`config.mk`:
```
export PLATFORM = sky130hd
export DESIGN_NAME = myocontrol_spi_slave
export DESIGN_NICKNAME = d
export VERILOG_FILES = /design/src/rtl/myocontrol_spi_slave.sv
export SDC_FILE = /design/constraint.sdc
export NUM_CORES = 1
export LEC_CHECK = 0
export BUFFER_PORTS_ARGS = -buffer_cell sky130_fd_sc_hd__buf_2
export CAP_MARGIN = 20
export CORE_UTILIZATION = 45
export DETAILED_ROUTE_END_ITERATION = 12
export GPL_ROUTABILITY_DRIVEN = 0
export PLACE_DENSITY = 0.66
export SYNTH_ARGS = -nofsm -noshare
export SYNTH_HDL_FRONTEND = slang
export SYNTH_SLANG_ARGS = --single-unit
```
`constraint.sdc`:
```
create_clock -name clk -period 2.3 [get_ports clk]
set_input_delay 0.345 -clock clk [delete_from_list [all_inputs] [get_ports clk]]
set_output_delay 0.345 -clock clk [all_outputs]
set_load 0.005 [all_outputs]
```
`src/rtl/myocontrol_spi_slave.sv`:
```
// myocontrol_spi_slave
//   SPI slave endpoint for the motor-board side of the myocontrol link.
//   sck/mosi/ss_n are oversampled in the clk domain, 16-bit words are
//   deframed into a strobed receive stream, and a transmit word stream
//   (fetched by word index) is serialised onto miso in the same frame.
//   SPI mode 0 (CPOL=0, CPHA=0), MSB first.
//
// Optional feature macro: MYOCONTROL_SLAVE_CHECKSUM_EN
//   When defined, the last word of a nominal frame carries a 16-bit
//   wrap-around sum, generated on transmit and checked on receive.
//
// Ports
//   clk, reset          system clock, synchronous active-high reset
//   sck, mosi, ss_n     asynchronous SPI pins from the master
//   miso, miso_oe       slave data and pad output enable
//   tx_index, tx_word   word index request / application word for it
//   rx_word, rx_index   last received word and its index in the frame
//   rx_valid            one-cycle strobe for rx_word/rx_index
//   frame_start/done    one-cycle strobes on synced ss_n fall/rise
//   frame_error         qualified by frame_done
//
// state | meaning
// IDLE  | not selected, tx_index held at 0, miso pad tri-stated
// LOAD  | one cycle after ss_n fall: load word 0, clear counters
// SHIFT | bits shift in on sck rise, out on sck fall
// DONE  | one cycle after ss_n rise: frame_done with error status

module myocontrol_spi_slave #(
  parameter int DATA_WIDTH  = 16,
  parameter int FRAME_WORDS = 12
) (
  input  logic                  clk,
  input  logic                  reset,
  input  logic                  sck,
  input  logic                  mosi,
  input  logic                  ss_n,
  output logic                  miso,
  output logic                  miso_oe,
  output logic [7:0]            tx_index,
  input  logic [DATA_WIDTH-1:0] tx_word,
  output logic [DATA_WIDTH-1:0] rx_word,
  output logic [7:0]            rx_index,
  output logic                  rx_valid,
  output logic                  frame_start,
  output logic                  frame_done,
  output logic                  frame_error
);

  localparam int              BW       = (DATA_WIDTH > 1) ? $clog2(DATA_WIDTH) : 1;
  localparam logic [BW-1:0]   BIT_LAST = BW'(DATA_WIDTH - 1);
  localparam logic [7:0]      NWORDS   = 8'(FRAME_WORDS);

  typedef enum logic [1:0] {IDLE, LOAD, SHIFT, DONE} state_t;

  state_t state_q, state_d;

  logic sck_s1, sck_s2, sck_d;
  logic ss_s1, ss_s2, ss_d;
  logic mosi_s1, mosi_s2;

  logic sck_rise, sck_fall, ss_rise, ss_fall;

  logic [BW-1:0]           bit_cnt;
  logic [7:0]              word_cnt;
  logic [DATA_WIDTH-2:0]   rx_shreg;
  logic [DATA_WIDTH-1:0]   rx_next;
  logic [DATA_WIDTH-1:0]   tx_shreg;
  logic                    overrun;
  logic                    err_q;

`ifdef MYOCONTROL_SLAVE_CHECKSUM_EN
  localparam logic [7:0]   LAST_WORD = 8'(FRAME_WORDS - 1);
  logic [DATA_WIDTH-1:0]   tx_sum;
  logic [DATA_WIDTH-1:0]   rx_sum;
  logic                    cksum_err;
`endif

  // Two-flop synchronizers plus one edge-detect register. ss_n idles high,
  // so its flops reset to 1 to avoid a phantom frame_start after reset.
  always_ff @(posedge clk) begin
    if (reset) begin
      sck_s1  <= 1'b0;
      sck_s2  <= 1'b0;
      sck_d   <= 1'b0;
      ss_s1   <= 1'b1;
      ss_s2   <= 1'b1;
      ss_d    <= 1'b1;
      mosi_s1 <= 1'b0;
      mosi_s2 <= 1'b0;
    end else begin
      sck_s1  <= sck;
      sck_s2  <= sck_s1;
      sck_d   <= sck_s2;
      ss_s1   <= ss_n;
      ss_s2   <= ss_s1;
      ss_d    <= ss_s2;
      mosi_s1 <= mosi;
      mosi_s2 <= mosi_s1;
    end
  end

  assign sck_rise = sck_s2 & ~sck_d;
  assign sck_fall = ~sck_s2 & sck_d;
  assign ss_fall  = ~ss_s2 & ss_d;
  assign ss_rise  = ss_s2 & ~ss_d;

  // mosi_s2 is aligned with sck_s2, so it is the bit present at the rise.
  assign rx_next = {rx_shreg, mosi_s2};
  assign miso    = tx_shreg[DATA_WIDTH-1];

  always_ff @(posedge clk) begin
    if (reset) state_q <= IDLE;
    else       state_q <= state_d;
  end

  always_comb begin
    state_d     = state_q;
    miso_oe     = 1'b1;
    frame_start = 1'b0;
    frame_done  = 1'b0;
    frame_error = 1'b0;
    case (state_q)
      IDLE: begin
        miso_oe = 1'b0;
        if (ss_fall) state_d = LOAD;
      end
      LOAD: begin
        frame_start = 1'b1;
        state_d     = SHIFT;
      end
      SHIFT: begin
        if (ss_rise) state_d = DONE;
      end
      DONE: begin
        frame_done  = 1'b1;
        frame_error = err_q;
        state_d     = IDLE;
      end
      default: state_d = IDLE;
    endcase
  end

  always_ff @(posedge clk) begin
    if (reset) begin
      tx_index <= '0;
      rx_word  <= '0;
      rx_index <= '0;
      rx_valid <= 1'b0;
      bit_cnt  <= '0;
      word_cnt <= '0;
      rx_shreg <= '0;
      tx_shreg <= '0;
      overrun  <= 1'b0;
      err_q    <= 1'b0;
`ifdef MYOCONTROL_SLAVE_CHECKSUM_EN
      tx_sum    <= '0;
      rx_sum    <= '0;
      cksum_err <= 1'b0;
`endif
    end else begin
      rx_valid <= 1'b0;
      case (state_q)
        IDLE: begin
          tx_index <= '0;
          tx_shreg <= '0;
        end
        LOAD: begin
          tx_shreg <= tx_word;
          bit_cnt  <= '0;
          word_cnt <= '0;
          overrun  <= 1'b0;
          err_q    <= 1'b0;
`ifdef MYOCONTROL_SLAVE_CHECKSUM_EN
          tx_sum    <= tx_word;
          rx_sum    <= '0;
          cksum_err <= 1'b0;
`endif
        end
        SHIFT: begin
          // ss_n rise takes priority; a coincident sck edge is dropped.
          if (ss_rise) begin
`ifdef MYOCONTROL_SLAVE_CHECKSUM_EN
            err_q <= (bit_cnt != '0) | overrun | cksum_err;
`else
            err_q <= (bit_cnt != '0) | overrun;
`endif
          end else if (sck_rise) begin
            rx_shreg <= rx_next[DATA_WIDTH-2:0];
            if (bit_cnt == BIT_LAST) begin
              bit_cnt  <= '0;
              rx_word  <= rx_next;
              rx_index <= word_cnt;
              rx_valid <= (word_cnt < NWORDS);
              if (word_cnt >= NWORDS) overrun <= 1'b1;
              if (word_cnt != 8'hFF) word_cnt <= word_cnt + 8'd1;
              tx_index <= (word_cnt == 8'hFF) ? 8'hFF : word_cnt + 8'd1;
`ifdef MYOCONTROL_SLAVE_CHECKSUM_EN
              if (word_cnt < LAST_WORD)
                rx_sum <= rx_sum + rx_next;
              else if ((word_cnt == LAST_WORD) && (rx_next != rx_sum))
                cksum_err <= 1'b1;
`endif
            end else begin
              bit_cnt <= bit_cnt + 1'b1;
            end
          end else if (sck_fall) begin
            // bit_cnt wraps to 0 after a full word, so this fall starts the
            // next word; word_cnt already points at it.
            if (bit_cnt == '0) begin
              if (word_cnt >= NWORDS) begin
                tx_shreg <= '0;
`ifdef MYOCONTROL_SLAVE_CHECKSUM_EN
              end else if (word_cnt == LAST_WORD) begin
                tx_shreg <= tx_sum;
              end else begin
                tx_shreg <= tx_word;
                tx_sum   <= tx_sum + tx_word;
              end
`else
              end else begin
                tx_shreg <= tx_word;
              end
`endif
            end else begin
              tx_shreg <= {tx_shreg[DATA_WIDTH-2:0], 1'b0};
            end
          end
        end
        default: ;
      endcase
    end
  end

endmodule

```
==> Word level (Yosys, flattened, before mapping) <==
Cells that the tools add are included.
{ "word_totals": {"reg_bits": 88, "in_bits": 21, "output_inout_bits": 38, "word_cells": 101} }
{ "classes": {"order_cmp": 2, "eq_ne": 15, "n_mux": 34, "reduce_logical": 16, "bitwise_logic": 13, "addsub": 2} }
{ "op_table": {"columns": ["op", "count"], "rows": [
  ["16-bit two-way mux", 5],
  ["8-bit two-way mux", 8],
  ["16-bit one-hot mux with 3 select lines", 1],
  ["8-bit one-hot mux with 2 select lines", 2],
  ["2-bit inequality test, second input constant", 9],
  ["4-bit two-way mux", 3],
  ["4-bit AND reduction", 3],
  ["5-bit AND reduction", 2],
  ["1-bit two-way mux", 9],
  ["8-bit by 1-bit adder with 8-bit output, second input constant", 1],
  ["8-bit equality test, second input constant", 1],
  ["8-bit by 4-bit greater-or-equal comparator with 1-bit output, second input constant", 1],
  ["8-bit by 4-bit less-than comparator with 1-bit output, second input constant", 1],
  ["8-bit inequality test, second input constant", 1],
  ["1-bit inverter", 8],
  ["2-bit one-hot mux with 4 select lines", 1],
  ["4-bit one-hot mux with 2 select lines", 1],
  ["3-bit AND reduction", 2],
  ["5-bit OR reduction", 1],
  ["4-bit by 1-bit adder with 4-bit output, second input constant", 1],
  ["1-bit bitwise AND", 4],
  ["2-bit equality test, second input constant", 2],
  ["4-bit equality test, second input constant", 1],
  ["4-bit logical NOT", 1],
  ["other kinds (9)", 13]
]} }

==> Depth between registers and ports, before layout <==
Gate-level depths: netlist of the first run.
{ "logic_depth": {"ltp_word": 7, "ltp_mapped": 8, "depth_no_buf": 6} }

==> Worst setup path after synthesis of the first run <==
OpenSTA, ideal clock, no wires.
{ "synth_path": {"kind": "register to register", "from": "register state_q[0]", "to": "register tx_shreg[4]", "t_required_ns": 2.177, "setup_slack_ns": 0.567, "setup_time_ns": 0.123, "synth_period_minus_slack_ns": 1.733, "arrival_ns": 1.611, "stages_incl_launch_ff": 8, "path_cell_list": "dfxtp_1 -> inv_1 -> ha_1 -> and3b_1 -> nand4_1 -> buf_2 -> nor2_1 -> a221o_2"} }
{ "synth_via": {"elab_chain_cells": 3, "word_cells_on_any_way": 9, "classes_between": "eq/ne: 5; mux: 1; reduce/logical: 3"} }
{ "synth_lines": {"columns": ["item", "line_no", "text"], "rows": [
  ["from (decl)", "55", "state_t state_q, state_d;"],
  ["from (signal assigned)", "113", "else state_q <= state_d;"],
  ["2-bit equality test, or another cell as far along", "162", "case (state_q)"],
  ["2-bit inequality test (no source line) or 3-bit nonzero test (tied branches)", null, null],
  ["4-bit AND reduction (no source line)", null, null],
  ["to (signal assigned)", "168", "tx_shreg <= tx_word;"],
  ["to (signal assigned)", "221", "tx_shreg <= tx_word;"],
  ["to (signal assigned)", "225", "tx_shreg <= {tx_shreg[DATA_WIDTH-2:0], 1'b0};"],
  ["to (decl)", "67", "logic [DATA_WIDTH-1:0] tx_shreg;"]
]} }
Parallel ways exist; a longest one is shown, timed or not.
A chain may end at the register's enable or synchronous reset.

==> Worst setup path in the final report of the first run <==
{ "layout_path": {"from": "register state_q[1]", "to": "register tx_shreg[1]"} }
Same word-level chain as after synthesis.

==> key figures, run 1 <==
Critical path
  – CP Max Fanout: 13
  – Worst Path Buf+Inv: 1
  – CP Capture Type: flop
  – WP data arrival: 2.39 ns
  – Worst Reg-to-Reg Cells: 6
  – CP Depth: 6
  – Setup crit end: tx_shreg[1]$_SDFFE_PP0P_
  – Reg2reg end: tx_shreg[1]$_SDFFE_PP0P_
  – CP required: 2.61 ns
  – Critical path's largest stage delay: 0.48 ns
  – Setup slack, reg-to-reg: 0.22 ns
  – Crit path kind: reg2reg
  – Slowest CP cell: nand4_1
  – Critical path cell sequence: inv_1, ha_1, and3b_1, nand4_1, nor3b_1, a221o_1
  – Startpoint of the worst-slack reg-to-reg timing path: state_q[1]$_SDFFE_PP0P_
  – Startpoint types: flop
  – Critical path launch point: state_q[1]$_SDFFE_PP0P_
  – Delay-heaviest family, CP: simple AND/OR/NAND/NOR gates

Power and ir drop
  – Tot Pwr: 3.63 mW
  – Peak VDD IR: 313 µV
  – Leakage: 1.85 nW
  – P per Cell Area: 821 mW/mm²

Floorplan
  – Rows: 33
  – Core Footprint: 0.00822 mm²
  – Die area: 0.00883 mm²
  – Die Ht: 94.0 µm
  – Starting Density: 46.3%
  – I/O pins: 59
  – Die Wd: 94.0 µm

Routing
  – DR vias/cell: 5.36
  – Total number of vias: 3166
  – # DRC: 0
  – Drt first-iter violations: 152
  – Initial DRT Pass Iterations: 4
  – Wirelength per Cell: 13.5 µm
  – Antenna Nets Post-Route: 0
  – Final WL: 7980 µm

Placement
  – Dpl hpwl: 5640 µm
  – Area post-placement: 0.00421 mm²
  – Port buffer count: 58

Synth
  – Area leader, netlist: dfxtp_1
  – Ys flop type: dfxtp_1
  – FF+latch count, synth: 88
  – Multiplexer share of the synthesized area: 4.24%
  – Post-Syn Instances: 425
  – Synthesized Nets: 455
  – Synth top area share: 46.3%
  – Syn_area_per_cell: 8.95 µm²
  – Main combinational cell family by area after synthesis: simple AND/OR/NAND/NOR gates
  – Simple-gate portion of the synthesized area: 22.6%
  – Compound-Gate Fraction of Synth Area: 17.7%
  – Number of synthesized flops with an enable pin: 0
  – Synth area leaders: dfxtp_1, nand2_1, a21oi_1
  – Mapped Area: 0.00380 mm²
  – FFs w/ async S/R, synth: 0%
  – Post-Synth Adder-Cell Area: 2.96%
  – Unique masters post-synth: 49
  – Yosys warnings: 0
  – Synth Area in XOR/XNOR: 0.691%
  – Seq/Total Area, Yosys: 46.3%

STA
  – Final setup viols: 0
  – Final Critical Period: 2.08 ns
  – Clock skew: 0.0117 ns
  – Final hold violations: 0
  – Relative slew slack: 60.7%
  – RSZ-0062 raised after global routing: no
  – Max-slew violation count: 0
  – Slew @ Worst Pin: 0.588 ns
  – Fin Setup TNS: 0 ns
  – Max Clk Rate: 0.480 GHz
  – Final Cycle Share: 90.6%

Clocking
  – Post_cts resized: 0
  – Clock Sinks: 88
  – Clk pin slew, worst setup/hold paths: 0.09 ns
  – CTS tree: built
  – Root Driver: clkbuf_8
  – CTS max path bufs: 2
  – Total CTS buffers: 9
  – H-tree depth: 3
  – # hold bufs at CTS: 0
  – Setup Buffers After CTS: 0
  – Skew-Pair Late Insertion Delay: 0.36 ns

Finish
  – Layout Nets: 511
  – # diodes: 0
  – Fin area: 0.00442 mm²
  – Layout cell share with drive strength beyond 1: 21.4%
  – Synthesis-to-finish area growth: 16.1%

Global routing
  – First-pass GRT wire length: 13300 µm
  – Initial antenna violation count: 0
  – Remaining global-route overflow: 0
  – Largest net degree at the start of global routing: 30
  – GRT Util Overall: 19.1%
  – Vias in the first global route: 2872

Flow run
  – Max-cap violation count: 0

Run status
  – Status: finished, final reports clean

Hold path
  – Min-delay worst type: in2reg
-- synthesized netlist by cell type, types with 4 or more instances --
cell / number
a221o_2: 4
nand4_1: 10
a21oi_1: 41
o211ai_1: 5
o31ai_1: 4
a221oi_1: 8
buf_2: 8
inv_1: 20
clkbuf_1: 15
nor2_1: 24
mux2i_1: 15
dfxtp_1: 88
ha_1: 9
o21ai_0: 9
and3_1: 5
a221o_1: 9
nor2b_1: 32
nand2_1: 62
nand2b_1: 4
nand3_1: 9
-- kinds of logic after synthesis --
logic type	count (synthesis)
adder cells (fa/ha/maj)	9
buffers and inverters	47
multiplexers	16
AND/OR/NAND/NOR	165
flip-flops	88
XOR/XNOR	3
AO/OA/AOI/OAI	97
-- cell type report --
class	instances	area, µm²
fill	814	3800
multi-input combinational	290	1840
sequential	88	1760
timing repair buffer	71	400
clock buffer	10	138
tap	105	131
inverter	21	78.8
clock inverter	6	66.3
-- routing by layer --
layer	GRT usage (%)	wire length (µm)	vias to the layer above
met2	30.7	3770	70
met5	0	0	-
met3	3.80	327	12
li1	-	-	1599
met1	25.0	3750	1485
met4	7.69	130	0
-- how the worst min path moves through the flow --
stage	startpoint	end	slack, ns	depth (start not counted)
floorplan	ss_s1$_SDFF_PP1_	ss_s2$_SDFF_PP1_	0.39	1
global placement	ss_s1$_SDFF_PP1_	ss_s2$_SDFF_PP1_	0.41	1
detailed placement	ss_s1$_SDFF_PP1_	ss_s2$_SDFF_PP1_	0.41	1
CTS	ss_n	ss_s1$_SDFF_PP1_	0.16	2
global route	ss_n	ss_s1$_SDFF_PP1_	0.16	2
finish	ss_n	ss_s1$_SDFF_PP1_	0.17	2
-- registers in the layout, indices dropped and copies added, names as in the netlist, 2 cells and up --
name      flops
bit_cnt       4
rx_index      8
rx_shreg     15
rx_word      16
state_q       2
tx_index      8
tx_shreg     16
word_cnt      8
-- stage by stage --
step / setup WS [ns] / cells / hold WS, ns / utilization (%)
2_1_floorplan: 0.567 / 425 / 0.389 / -
3_3_place_gp: 0.366 / 575 / 0.410 / 51.3
3_5_place_dp: 0.217 / 575 / 0.408 / 51.3
4_1_cts: 0.196 / 591 / 0.158 / 53.8
5_1_grt: 0.0425 / 591 / 0.163 / 53.8
6_report: 0.215 / 591 / 0.169 / 53.8
-- worst reg2reg max path: stages (launching register included) --
cell and delay (ns):
dfxtp_1 0.41, inv_1 0.09, ha_1 0.38, and3b_1 0.19, nand4_1 0.48, nor3b_1 0.36, a221o_1 0.14
-- cells in the final DEF, fill, tap and decap left out, drive strengths merged, types with 5 or more instances in the layout --
master	instances
nand2	62
inv	21
nand3	9
nor2b	32
o211ai	5
mux2i	15
a221o	13
nand4	10
dfxtp	88
o21ai	9
a221oi	8
buf	71
ha	9
clkinv	5
a21oi	41
clkbuf	10
and3	6
nor2	24
-- where the power goes --
group          switching (mW)  leakage [nW]  internal (mW)
registers              0.0909         0.712           1.64
clock network           0.551         0.107          0.536
logic                   0.476          1.03          0.330
(Power assumes the default switching activity.)
==> inputs of run 2 (changes only) <==
--- a/config.mk
+++ b/config.mk
@@ -11,6 +11,8 @@
 export DETAILED_ROUTE_END_ITERATION = 12
 export GPL_ROUTABILITY_DRIVEN = 0
 export PLACE_DENSITY = 0.66
+export REMOVE_ABC_BUFFERS = 1
+export SETUP_SLACK_MARGIN = 0.5
 export SYNTH_ARGS = -nofsm -noshare
 export SYNTH_HDL_FRONTEND = slang
 export SYNTH_SLANG_ARGS = --single-unit
==> key figures, run 2 (synthesis results as in run 1) <==
Floorplan
  – Starting Density: 46.3% (unchanged)
  – I/O pins: 59 (unchanged)
  – Die Ht: 94.0 µm (unchanged)
  – Core Footprint: 0.00822 mm² (unchanged)
  – Rows: 33 (unchanged)
  – Die Wd: 94.0 µm (unchanged)
  – Die area: 0.00883 mm² (unchanged)

Clocking
  – Clock Sinks: 88 (unchanged)
  – H-tree depth: 3 (unchanged)
  – Clk pin slew, worst setup/hold paths: 0.09 ns (about the same)
  – Total CTS buffers: 9 (unchanged)
  – Root Driver: clkbuf_8
  – CTS tree: built
  – Skew-Pair Late Insertion Delay: 0.36 ns (about the same)
  – CTS max path bufs: 2 (unchanged)
  – # hold bufs at CTS: 0 (unchanged)

Finish
  – # fillers: 788 (-3.2%)
  – Layout Nets: 520 (+1.8%)
  – Synthesis-to-finish area growth: 21.1%
  – Area of the multi-input gates: 0.00193 mm² (+5.1%)
  – Biggest regs: rx_word: 16 flops, tx_shreg: 16 flops, rx_shreg: 15 flops
  – # diodes: 0 (unchanged)
  – Storage cell area: 0.00177 mm² (+0.71%)
  – Most common cell after layout, fill and taps aside: dfxtp_1
  – Layout cell share with drive strength beyond 1: 27.5% (+6.1 points)
  – Fin area: 0.00461 mm² (+4.4%)
  – Most frequent cells in the layout: dfxtp_1, nand2_1, buf_2, a21oi_1, nor2b_1
  – Finished Layout Cells: 600 (+1.5%)

Power and ir drop
  – Peak VDD IR: 317 µV (+1.5%)
  – P per Cell Area: 809 mW/mm² (-1.6%)
  – Leakage: 1.89 nW (+1.9%)

Run status
  – Status: finished, final reports clean

Routing
  – Total number of vias: 3213 (+1.5%)
  – Drt first-iter violations: 211 (+39%)
  – DR vias/cell: 5.36 (about the same)
  – Final WL: 8480 µm (+6.2%)
  – Wirelength per Cell: 14.1 µm (+4.6%)
  – Antenna Nets Post-Route: 0 (unchanged)
  – Initial DRT Pass Iterations: 4 (unchanged)
  – # DRC: 0 (unchanged)

STA
  – Max-slew violation count: 0 (unchanged)
  – Relative slew slack: 68.5% (+7.8 points)
  – Final setup viols: 0 (unchanged)
  – Final Critical Period: 1.74 ns (-0.342 ns)
  – Clock skew: 0.0100 ns (-0.00164 ns)
  – RSZ-0062 raised after global routing: yes
  – Final hold violations: 0 (unchanged)
  – Max Clk Rate: 0.574 GHz (+20%)
  – Final Cycle Share: 75.8% (-15 points)
  – Slew @ Worst Pin: 0.472 ns (-0.116 ns)
  – Hold slack: 0.179 ns (+0.00991 ns)

Placement
  – Inst Count DP: 573 (-0.35%)
  – Port buffer count: 58 (unchanged)
  – Area post-placement: 0.00419 mm² (-0.65%)
  – Dpl hpwl: 5520 µm (-2.1%)

Critical path
  – CP required: 2.59 ns (-0.02 ns)
  – CP Capture Type: flop
  – Startpoint types: flop
  – Crit path kind: reg2reg
  – CP Max Fanout: 16 (+3)
  – WP data arrival: 2.04 ns (-0.35 ns)

Global routing
  – Initial antenna violation count: 0 (unchanged)
  – Vias in the first global route: 2886 (+0.49%)
  – First-pass GRT wire length: 13400 µm (+1.2%)
  – Remaining global-route overflow: 0 (unchanged)
  – GRT Util Overall: 19.3% (+0.22 points)
  – Largest net degree at the start of global routing: 34 (+13%)

Hold path
  – Min-delay worst type: in2reg

Flow run
  – Max-cap violation count: 0 (unchanged)
## run 2: changes by cell type in the layout (fill, tap and decap cells not counted), sizes merged
cell | previous run | this run
clkinvlp | 0 | 3
bufinv | 1 | 0
buf | 71 | 79
inv | 21 | 24
clkinv | 5 | 1
## run 2: final timing paths
path / cells after the start / startpoint / end / slack, ns
setup / recovery: 9 / state_q[0]$_SDFFE_PP0P_ / word_cnt[7]$_SDFFE_PP0P_ / 0.56
setup reg to reg: 9 / state_q[0]$_SDFFE_PP0P_ / word_cnt[7]$_SDFFE_PP0P_ / 0.56
hold / removal: 2 / ss_n / ss_s1$_SDFF_PP1_ / 0.18
hold reg to reg: 1 / ss_s1$_SDFF_PP1_ / ss_s2$_SDFF_PP1_ / 0.42
## run 2: worst max-delay path, cell delays in order, from the launching register on
cell and delay [ns]:
dfxtp_4 0.37, inv_4 0.08, ha_4 0.16, buf_6 0.11, nand4_1 0.14, nor3_4 0.27
buf_4 0.18, clkbuf_16 0.17, o31ai_1 0.08, a21oi_1 0.11
## run 2: metrics by stage
step / util (%) / TNS [ns] / setup slack (ns) / power (mW)
after global placement: 50.9 / 0 / 0.395 / 2.53
after floorplan: - / -14.75 / -0.645 / 2.27
after CTS: 53.8 / 0 / 0.498 / 3.56
after global routing: 56.1 / 0 / 0.482 / 3.95
after detailed placement: 50.9 / 0 / 0.361 / 2.55
final: 56.1 / 0 / 0.557 / 3.73
## run 2: cell type report
class                      count  area share [%]
inverter                      21            1.76
timing repair buffer          80            10.9
clock inverter                 7            1.30
sequential                    88            38.5
clock buffer                   9            2.69
tap                          105            2.85
multi-input combinational    290            42.0
## run 2: routing by layer
metal / part of all wire, % / vias up / routed length, µm / GRT usage [%]
li1: - / 1617 / - / -
met1: 49 / 1528 / 4190 / 26.1
met2: 45 / 57 / 3830 / 29.8
met3: 3.7 / 11 / 310 / 3.48
met4: 1.8 / 0 / 149 / 8.97
met5: 0 / - / 0 / 0
## run 2: repair_timing
action,CTS,global route
buffers inserted,2,7
endpoints found under the setup margin,56,57
gates resized for setup,12,30
pin swaps,2,8
gates cloned,0,2
## run 2: power breakdown
group	total, mW	internal (mW)	switching, mW
logic	0.972	0.443	0.529
registers	1.75	1.65	0.0935
clock network	1.01	0.411	0.597
==> inputs of run 3 (changes only) <==
==> constraint.sdc (replaced) <==
create_clock -name clk -period 1.8 [get_ports clk]
set_input_delay 0.27 -clock clk [delete_from_list [all_inputs] [get_ports clk]]
set_output_delay 0.27 -clock clk [all_outputs]
set_load 0.005 [all_outputs]
==> key figures, run 3 (synthesis results as in run 1) <==
Clocking
  – CTS max path bufs: 2 (unchanged)
  – Root Driver: clkbuf_8
  – Total CTS buffers: 9 (unchanged)
  – # hold bufs at CTS: 0 (unchanged)
  – H-tree depth: 3 (unchanged)
  – CTS tree: built
  – Clk pin slew, worst setup/hold paths: 0.09 ns (about the same)
  – Skew-Pair Late Insertion Delay: 0.35 ns (about the same)
  – Clock Sinks: 88 (unchanged)

Finish
  – Layout Nets: 563 (+8.3%)
  – Biggest regs: rx_word: 16 flops, tx_shreg: 16 flops, rx_shreg: 15 flops
  – Layout cell share with drive strength beyond 1: 40.1% (+13 points)
  – Post-layout util: 65.7% (+9.6 points)
  – # diodes: 0 (unchanged)
  – Synthesis-to-finish area growth: 41.8%
  – Most common cell after layout, fill and taps aside: dfxtp_1
  – Most frequent cells in the layout: dfxtp_1, nand2_1, buf_2, buf_4, a21oi_1
  – Fin area: 0.00540 mm² (+17%)

Power and ir drop
  – Peak VDD IR: 467 µV (+47%)
  – Leakage: 2.23 nW (+18%)
  – Tot Pwr: 5.68 mW (+52%)
  – P per Cell Area: 1050 mW/mm² (+30%)

Critical path
  – CP Max Fanout: 7 (-9)
  – Worst Reg-to-Reg Cells: 8 (-1)
  – Startpoint types: flop
  – CP Capture Type: flop
  – Crit path kind: reg2reg
  – CP required: 2.10 ns (-0.49 ns)
  – WP data arrival: 2.03 ns (about the same)

Floorplan
  – Die area: 0.00883 mm² (unchanged)
  – I/O pins: 59 (unchanged)
  – Core Footprint: 0.00822 mm² (unchanged)
  – Starting Density: 46.3% (unchanged)
  – Die Wd: 94.0 µm (unchanged)
  – Rows: 33 (unchanged)
  – Die Ht: 94.0 µm (unchanged)

Routing
  – Wirelength per Cell: 15.6 µm (+11%)
  – DR vias/cell: 5.36 (about the same)
  – # DRC: 2 (+2)
  – Final WL: 10100 µm (+19%)
  – Initial DRT Pass Iterations: 8 (+4)
  – Antenna Nets Post-Route: 0 (unchanged)
  – Drt first-iter violations: 176 (-17%)
  – Total number of vias: 3446 (+7.3%)

STA
  – Max Clk Rate: 0.576 GHz (+0.42%)
  – Hold slack: 0.110 ns (-0.0686 ns)
  – Final setup viols: 0 (unchanged)
  – Max-slew violation count: 0 (unchanged)
  – RSZ-0062 raised after global routing: yes
  – Final Cycle Share: 96.4% (+21 points)
  – Slew @ Worst Pin: 0.465 ns (-0.00734 ns)
  – Final hold violations: 0 (unchanged)
  – Final setup margin: 0.0644 ns (-0.493 ns)
  – Clock skew: 0.00662 ns (-0.00341 ns)
  – Relative slew slack: 69.0% (+0.55 points)
  – Final Critical Period: 1.74 ns (-0.00729 ns)

Placement
  – Worst slack, placed: -0.00232 ns (-0.363 ns)
  – Port buffer count: 58 (unchanged)
  – Dpl hpwl: 6070 µm (+9.9%)
  – Area post-placement: 0.00446 mm² (+6.6%)

Run status
  – Status: finished, violations left
  – Failing checks: DRC

Global routing
  – Largest net degree at the start of global routing: 45 (+32%)
  – Remaining global-route overflow: 0 (unchanged)
  – GRT Util Overall: 23.0% (+3.6 points)
  – First-pass GRT wire length: 15600 µm (+16%)
  – Vias in the first global route: 3244 (+12%)
  – Initial antenna violation count: 0 (unchanged)

Hold path
  – Min-delay worst type: in2reg
  – Hold Crit Depth: 2 (unchanged)

Flow run
  – Max-cap violation count: 0 (unchanged)
## run 3: repair_timing
action / CTS / global route
endpoints found under the setup margin: 84 / 84
gates resized for setup: 76 / 39
gates cloned: 2 / 1
setup buffers: 10 / 9
hold endpoints to repair: 0 / 0
pin swaps: 21 / 16
## run 3: worst max-delay path: stages (launching register included)
cell,delay (ns)
dfxtp_4,0.37
inv_4,0.08
ha_4,0.21
buf_6,0.12
buf_12,0.10
nand2b_4,0.05
nand2b_1,0.15
or4_1,0.54
nand3_1,0.09
## run 3: path summary, 6_finish.rpt
check	start	to	slack (ns)
min	ss_n	ss_s1$_SDFF_PP1_	0.11
min reg2reg	ss_s1$_SDFF_PP1_	ss_s2$_SDFF_PP1_	0.44
max	state_q[0]$_SDFFE_PP0P_	word_cnt[5]$_SDFFE_PP0P_	0.06
max reg2reg	state_q[0]$_SDFFE_PP0P_	word_cnt[5]$_SDFFE_PP0P_	0.06
## run 3: through the flow
step,std cells,TNS [ns]
finish,643,0
global route,643,0
CTS,633,0
detailed placement,605,-0.00232
global placement,605,0
floorplan,399,-50.94
## run 3: final cells by class
class | instances | area, µm²
fill | 625 | 2820
multi-input combinational | 290 | 2180
sequential | 88 | 1780
timing repair buffer | 123 | 1010
clock buffer | 10 | 138
tap | 105 | 131
inverter | 21 | 91.3
clock inverter | 6 | 66.3
## run 3: per-layer routing
metal	vias to the layer above	global-route usage, %	wire (µm)
met5	-	0	0
met4	0	9.10	150
met3	15	4.69	385
met2	83	37.2	4920
met1	1636	29.8	4600
li1	1712	-	-
## run 3: where the power goes
| part | leakage (nW) | internal [mW] | switching [mW] |
|---|---|---|---|
| Combinational | 1.40 | 1.05 | 0.992 |
| Clock | 0.107 | 0.685 | 0.733 |
| Sequential | 0.716 | 2.11 | 0.110 |
